## config.mk

```make
export PLATFORM = sky130hd
export DESIGN_NAME = hvsync_tracker
export DESIGN_NICKNAME = d
export VERILOG_FILES = /design/src/rtl/vga_timing_pkg.sv /design/src/rtl/vga_sync_edge.sv /design/src/rtl/hvsync_tracker.sv
export SDC_FILE = /design/constraint.sdc
export NUM_CORES = 1
export LEC_CHECK = 0
export CORE_AREA = 2 2 84 86
export CTS_CLUSTER_DIAMETER = 200
export CTS_CLUSTER_SIZE = 40
export DETAILED_ROUTE_END_ITERATION = 10
export DIE_AREA = 0 0 86 88
export GPL_TIMING_DRIVEN = 1
export REMOVE_ABC_BUFFERS = 1
export SYNTH_ARGS = -nofsm -noshare
export SYNTH_HDL_FRONTEND = slang
export SYNTH_SLANG_ARGS = --single-unit
```

## constraint.sdc

```tcl
create_clock -name clk -period 4.2 [get_ports clk]
set_input_delay 0.42 -clock clk [delete_from_list [all_inputs] [get_ports clk]]
set_output_delay 0.42 -clock clk [all_outputs]
set_load 0.01 [all_outputs]
```

## src/rtl/vga_timing_pkg.sv

```systemverilog
// Shared 640x480 VGA timing defaults, derived totals and tracker state encoding.
// Used by both the sync generator and the sync tracker.
package vga_timing_pkg;

    localparam int H_DISPLAY_DEF     = 640;
    localparam int H_FRONT_PORCH_DEF = 16;
    localparam int H_SYNC_PULSE_DEF  = 96;
    localparam int H_BACK_PORCH_DEF  = 48;
    localparam int V_DISPLAY_DEF     = 480;
    localparam int V_FRONT_PORCH_DEF = 10;
    localparam int V_SYNC_PULSE_DEF  = 2;
    localparam int V_BACK_PORCH_DEF  = 33;

    localparam int H_TOTAL_DEF      = H_DISPLAY_DEF + H_FRONT_PORCH_DEF + H_SYNC_PULSE_DEF + H_BACK_PORCH_DEF;
    localparam int V_TOTAL_DEF      = V_DISPLAY_DEF + V_FRONT_PORCH_DEF + V_SYNC_PULSE_DEF + V_BACK_PORCH_DEF;
    localparam int H_SYNC_START_DEF = H_DISPLAY_DEF + H_FRONT_PORCH_DEF;
    localparam int V_SYNC_START_DEF = V_DISPLAY_DEF + V_FRONT_PORCH_DEF;

    typedef logic [1:0] track_state_t;

    localparam track_state_t ST_SEARCH = 2'd0;
    localparam track_state_t ST_VERIFY = 2'd1;
    localparam track_state_t ST_LOCKED = 2'd2;

endpackage

```

## src/rtl/vga_sync_edge.sv

```systemverilog
// Registers an active-low sync input once and flags its falling edge.
// The edge pulse is valid the cycle after the input first reads low.
module vga_sync_edge (
    input  logic clk,
    input  logic rst_n,
    input  logic sync_in,
    output logic fall
);

    logic sync_q;
    logic sync_qq;

    // NOTE: sequential state uses non-blocking assignments so every flop samples pre-edge values.
    always_ff @(posedge clk) begin
        if (!rst_n) begin
            sync_q  <= 1'b1;
            sync_qq <= 1'b1;
        end else begin
            sync_q  <= sync_in;
            sync_qq <= sync_q;
        end
    end

    assign fall = sync_qq & ~sync_q;

endmodule

```

## src/rtl/hvsync_tracker.sv

```systemverilog
// Recovers pixel/line position from incoming hsync/vsync and qualifies the
// timing against the expected line and frame lengths before declaring lock.
module hvsync_tracker
    import vga_timing_pkg::*;
#(
    parameter int H_DISPLAY     = H_DISPLAY_DEF,
    parameter int H_FRONT_PORCH = H_FRONT_PORCH_DEF,
    parameter int H_SYNC_PULSE  = H_SYNC_PULSE_DEF,
    parameter int H_BACK_PORCH  = H_BACK_PORCH_DEF,
    parameter int V_DISPLAY     = V_DISPLAY_DEF,
    parameter int V_FRONT_PORCH = V_FRONT_PORCH_DEF,
    parameter int V_SYNC_PULSE  = V_SYNC_PULSE_DEF,
    parameter int V_BACK_PORCH  = V_BACK_PORCH_DEF
) (
    input  logic       clk,
    input  logic       rst_n,
    input  logic       hsync_in,
    input  logic       vsync_in,
    output logic [9:0] hpos,
    output logic [9:0] vpos,
    output logic       display_on,
    output logic       locked,
    output logic       frame_start,
    output logic       sync_err
);

    localparam int H_TOTAL      = H_DISPLAY + H_FRONT_PORCH + H_SYNC_PULSE + H_BACK_PORCH;
    localparam int V_TOTAL      = V_DISPLAY + V_FRONT_PORCH + V_SYNC_PULSE + V_BACK_PORCH;
    localparam int H_SYNC_START = H_DISPLAY + H_FRONT_PORCH;
    localparam int V_SYNC_START = V_DISPLAY + V_FRONT_PORCH;

    localparam logic [9:0]  H_LAST     = 10'(H_TOTAL - 1);
    localparam logic [9:0]  V_LAST     = 10'(V_TOTAL - 1);
    localparam logic [9:0]  H_LOAD     = 10'(H_SYNC_START + 1);
    localparam logic [9:0]  V_LOAD     = 10'(V_SYNC_START);
    localparam logic [9:0]  H_DISP_END = 10'(H_DISPLAY);
    localparam logic [9:0]  V_DISP_END = 10'(V_DISPLAY);
    localparam logic [10:0] LINE_GOOD  = 11'(H_TOTAL - 1);
    localparam logic [10:0] LINE_TMO   = 11'(2 * H_TOTAL - 1);
    localparam logic [9:0]  FRAME_GOOD = 10'(V_TOTAL);

    logic         hs_fall;
    logic         vs_fall;
    logic [9:0]   h_cnt;
    logic [9:0]   v_cnt;
    logic [10:0]  line_cnt;
    logic [9:0]   frame_cnt;
    logic [9:0]   frame_edges;
    logic         skip_first;
    track_state_t state;
    track_state_t state_nxt;
    logic         err;
    logic         enter_verify;
    logic         line_bad;
    logic         timeout;
    logic         h_wrap;

    vga_sync_edge u_hs_edge (.clk(clk), .rst_n(rst_n), .sync_in(hsync_in), .fall(hs_fall));
    vga_sync_edge u_vs_edge (.clk(clk), .rst_n(rst_n), .sync_in(vsync_in), .fall(vs_fall));

    // line_cnt restarts at 0 on an edge, so a correct line reads H_TOTAL-1 at the next edge.
    assign line_bad     = hs_fall && (line_cnt != LINE_GOOD) && !(state == ST_VERIFY && skip_first);
    assign timeout      = !hs_fall && (line_cnt >= LINE_TMO);
    assign frame_edges  = (hs_fall && frame_cnt != 10'h3FF) ? frame_cnt + 10'd1 : frame_cnt;
    assign enter_verify = (state == ST_SEARCH) && vs_fall;
    assign h_wrap       = !hs_fall && (h_cnt == H_LAST);

    // NOTE: every output of a combinational block gets a default first so no latch is inferred.
    always_comb begin
        state_nxt = state;
        err       = 1'b0;
        case (state)
            ST_SEARCH: begin
                if (vs_fall) state_nxt = ST_VERIFY;
            end
            ST_VERIFY, ST_LOCKED: begin
                if (line_bad || timeout) begin
                    err       = 1'b1;
                    state_nxt = ST_SEARCH;
                end else if (vs_fall) begin
                    if (frame_edges == FRAME_GOOD) begin
                        state_nxt = ST_LOCKED;
                    end else begin
                        err       = 1'b1;
                        state_nxt = ST_SEARCH;
                    end
                end
            end
            default: state_nxt = ST_SEARCH;
        endcase
    end

    always_ff @(posedge clk) begin
        if (!rst_n) begin
            state      <= ST_SEARCH;
            h_cnt      <= '0;
            v_cnt      <= '0;
            line_cnt   <= '0;
            frame_cnt  <= '0;
            skip_first <= 1'b0;
        end else begin
            state <= state_nxt;

            if (hs_fall)     h_cnt <= H_LOAD;
            else if (h_wrap) h_cnt <= '0;
            else             h_cnt <= h_cnt + 10'd1;

            // A vsync edge realigns the line count and overrides the end-of-line increment.
            if (vs_fall)     v_cnt <= V_LOAD;
            else if (h_wrap) v_cnt <= (v_cnt == V_LAST) ? 10'd0 : v_cnt + 10'd1;

            if (enter_verify || hs_fall) line_cnt <= '0;
            else if (line_cnt != 11'h7FF) line_cnt <= line_cnt + 11'd1;

            if (enter_verify || vs_fall) frame_cnt <= '0;
            else                         frame_cnt <= frame_edges;

            if (enter_verify) skip_first <= 1'b1;
            else if (hs_fall) skip_first <= 1'b0;
        end
    end

    assign hpos        = h_cnt;
    assign vpos        = v_cnt;
    assign locked      = (state == ST_LOCKED);
    assign display_on  = locked && (h_cnt < H_DISP_END) && (v_cnt < V_DISP_END);
    assign frame_start = locked && (h_cnt == 10'd0) && (v_cnt == 10'd0);
    assign sync_err    = err;

endmodule

```

==> results.toml <==
[critical_path]
cp.required_ns = 3.78
crit_arrival_ns = 2.85
start_kind = "flop"
cp_cell_sequence = "ha_1, a41oi_2, or3b_2, a22oi_1, a31oi_1, o21a_1, clkdlybuf4s50_1"
startpoint = "frame_cnt[0]"
crit_type = "reg -> out"
worstReg2RegStart = "hpos[0]"
worstSetupEndpointType = "output pin"
crit_fanout = 8
max_stage_delay_ns = 0.50
critPathSlowestCell = "or3b_2"

[finish]
n_antenna_cell = 0
drive_gt1_share_pct = 5.93
synthToLayoutAreaGrowth_pct = 17.6
final_cell_count_no_fill = 417
fin_nets = 349

[drt]
drt_first_pass_iters = 5
routed_wl_um = 5400
viasPerCell = 5.33
first_iter_violations = 46
drc = 0
avgRoutedWirePerCell_um = 13.0
drtAntennaViolNets = 0
route.vias.total = 2221

[timing]
maxSlewViolCount = 0
fin_skew_ns = 0.00845
slew_headroom_pct = 50.4
setup_violations = 0
setup_tns_ns = 0
tightest_slew_ns = 0.741
fmax_ghz = 0.306
rsz0062_at_grt = "no"
hold_viol_final = 0
min_period_over_period_pct = 77.8
period_minus_slack_ns = 3.27

[grt]
grt_pass1_vias = 2053
grt_pass1_wl_um = 9250
antenna_found_initial = 0
grt_use_total_pct = 15.1
grt_max_degree = 22
gr-total-overflow = 0

[synthesis]
netlist_instances = 311
synth.ff_latch_count = 48
avgSynthCellArea_um2 = 8.24
synth_top_area_share_pct = 37.5
synth_cell_types = 52
synth-async-reset-ratio_pct = 0
synth_edf_count = 0
synth_area_um2 = 2560
synth_ff_type = "dfxtp_1"
synth_commonest_cells = "dfxtp_1 (48), nor2_1 (40), nand2_1 (28)"
yosysSeqAreaShare_pct = 37.5
synth_warnings = 0
ys_top_cells_by_area = "dfxtp_1 (38%), nor2_1 (5.9%), ha_1 (4.4%)"
synth_most_common_cell = "dfxtp_1"
netlist.top_cell.by_area = "dfxtp_1"

[floorplanning]
fp.dieArea_um2 = 7570
fp.dieH_um = 88
rows = 30
start_util_pct = 38.6
die_w_um = 86
core-area_um2 = 6640
ios = 28

[worst_hold_path]
hold_path_class = "reg -> reg"
min_from = "u_vs_edge.sync_q"

[clock_tree]
worstSkewPairLatency_ns = 0.31
cts.sinks = 48
cts_tree = "yes"
clk_pin_slew_ns = 0.09
ctsHoldBuffers = 0
numCtsBuffers = 5
cts_setup_buffers = 0
root_buffer = "clkbuf_8"
htree_levels = 2
clk_path_buf_depth = 2
ctsResizeCount = 0

[pwr]
power_mw = 0.946
cellLeakagePower_nw = 1.05
power_density_nw_per_um2 = 314
ir_drop_mv = 0.159

[place]
placed_cells = 409
hpwl_um = 3820
place_congestion = 0.812
port-buffer-count = 27

[outcome]
status = "finished clean"

[job]
cap_violations = 0
==> placed cells by master (no fill, tap or decap), types with 3 or more instances in the layout <==
| cell type | instances |
|---|---|
| dfxtp_1 | 48 |
| nor2_1 | 40 |
| nand2_1 | 28 |
| clkdlybuf4s50_1 | 27 |
| a21oi_1 | 18 |
| nand4_1 | 15 |
| nand3_1 | 15 |
| inv_1 | 12 |
| o21ai_0 | 11 |
| xor2_1 | 10 |
| nor3_1 | 9 |
| xnor2_1 | 9 |
| ha_1 | 9 |
| nand2b_1 | 8 |
| and3_1 | 7 |
| a21boi_0 | 7 |
| clkbuf_8 | 7 |
| nor2b_1 | 6 |
| a31oi_1 | 6 |
| mux2i_1 | 5 |
| nor4_1 | 3 |
| o211ai_1 | 3 |
==> area by class of cell <==
class	instances	area, um^2
inverters	12	45.0
fillers	666	3630
multi-input cells	242	1510
clock inverters	1	30.0
flip-flops and latches	48	961
repair buffers	27	270
clock buffers	7	96.3
well taps	80	100
==> layer usage <==
layer / global-route usage [%] / up-vias / part of all wire [%]
li1: - / 1153 / -
met1: 19.3 / 1015 / 50
met2: 25.0 / 44 / 45
met5: 0 / - / 0
met3: 2.92 / 9 / 3.1
met4: 6.06 / 0 / 1.9
==> through the flow <==
| step | cell area (um^2) | worst slack, ns | utilization, % | hold WS [ns] |
|---|---|---|---|---|
| 2_1_floorplan | 2520 | 1.93 | - | 0.425 |
| 5_1_grt | 3010 | 0.671 | 45.3 | 0.502 |
| 6_report | 3010 | 0.931 | 45.3 | 0.476 |
| 3_3_place_gp | 2890 | 1.34 | 43.4 | 0.435 |
| 3_5_place_dp | 2890 | 1.29 | 43.4 | 0.456 |
| 4_1_cts | 3010 | 0.932 | 45.3 | 0.480 |
==> path summary, 6_finish.rpt <==
| kind | endpoint | cells after the start | slack [ns] |
|---|---|---|---|
| setup / recovery | sync_err | 7 | 0.93 |
| hold reg to reg | u_vs_edge.sync_qq | 1 | 0.48 |
| hold / removal | u_vs_edge.sync_qq | 1 | 0.48 |
| setup reg to reg | vpos[6] | 7 | 2.02 |
==> sequential cells by signal (all words and copies together) (netlist names) <==
signal / cells
line_cnt: 11
frame_cnt: 10
hpos: 10
vpos: 10
state: 2
skip_first: 1
u_hs_edge.sync_q: 1
u_hs_edge.sync_qq: 1
u_vs_edge.sync_q: 1
u_vs_edge.sync_qq: 1
==> power breakdown <==
part	switching, mW	leakage [nW]	internal (mW)
clock	0.163	0.0645	0.210
sequential	0.0188	0.391	0.469
combinational	0.0423	0.597	0.0423
==> logic make-up after synthesis <==
kind of cell | Yosys count | synth area share (%)
simple gates | 150 | 30.9
fa+ha+maj | 9 | 4.39
xor+xnor | 19 | 6.49
flops | 48 | 37.5
buf+inv | 21 | 3.56
mux | 6 | 2.39
compound gates | 58 | 14.7
==> worst max-delay path, delay by kind of cell, from the launching register on <==
family,cells,cell delay (ns)
compound gates,4,0.79
simple gates,1,0.50
buf+inv,1,0.47
flops,1,0.45
fa+ha+maj,1,0.34
No activity file was read; power rests on OpenSTA's default activity.
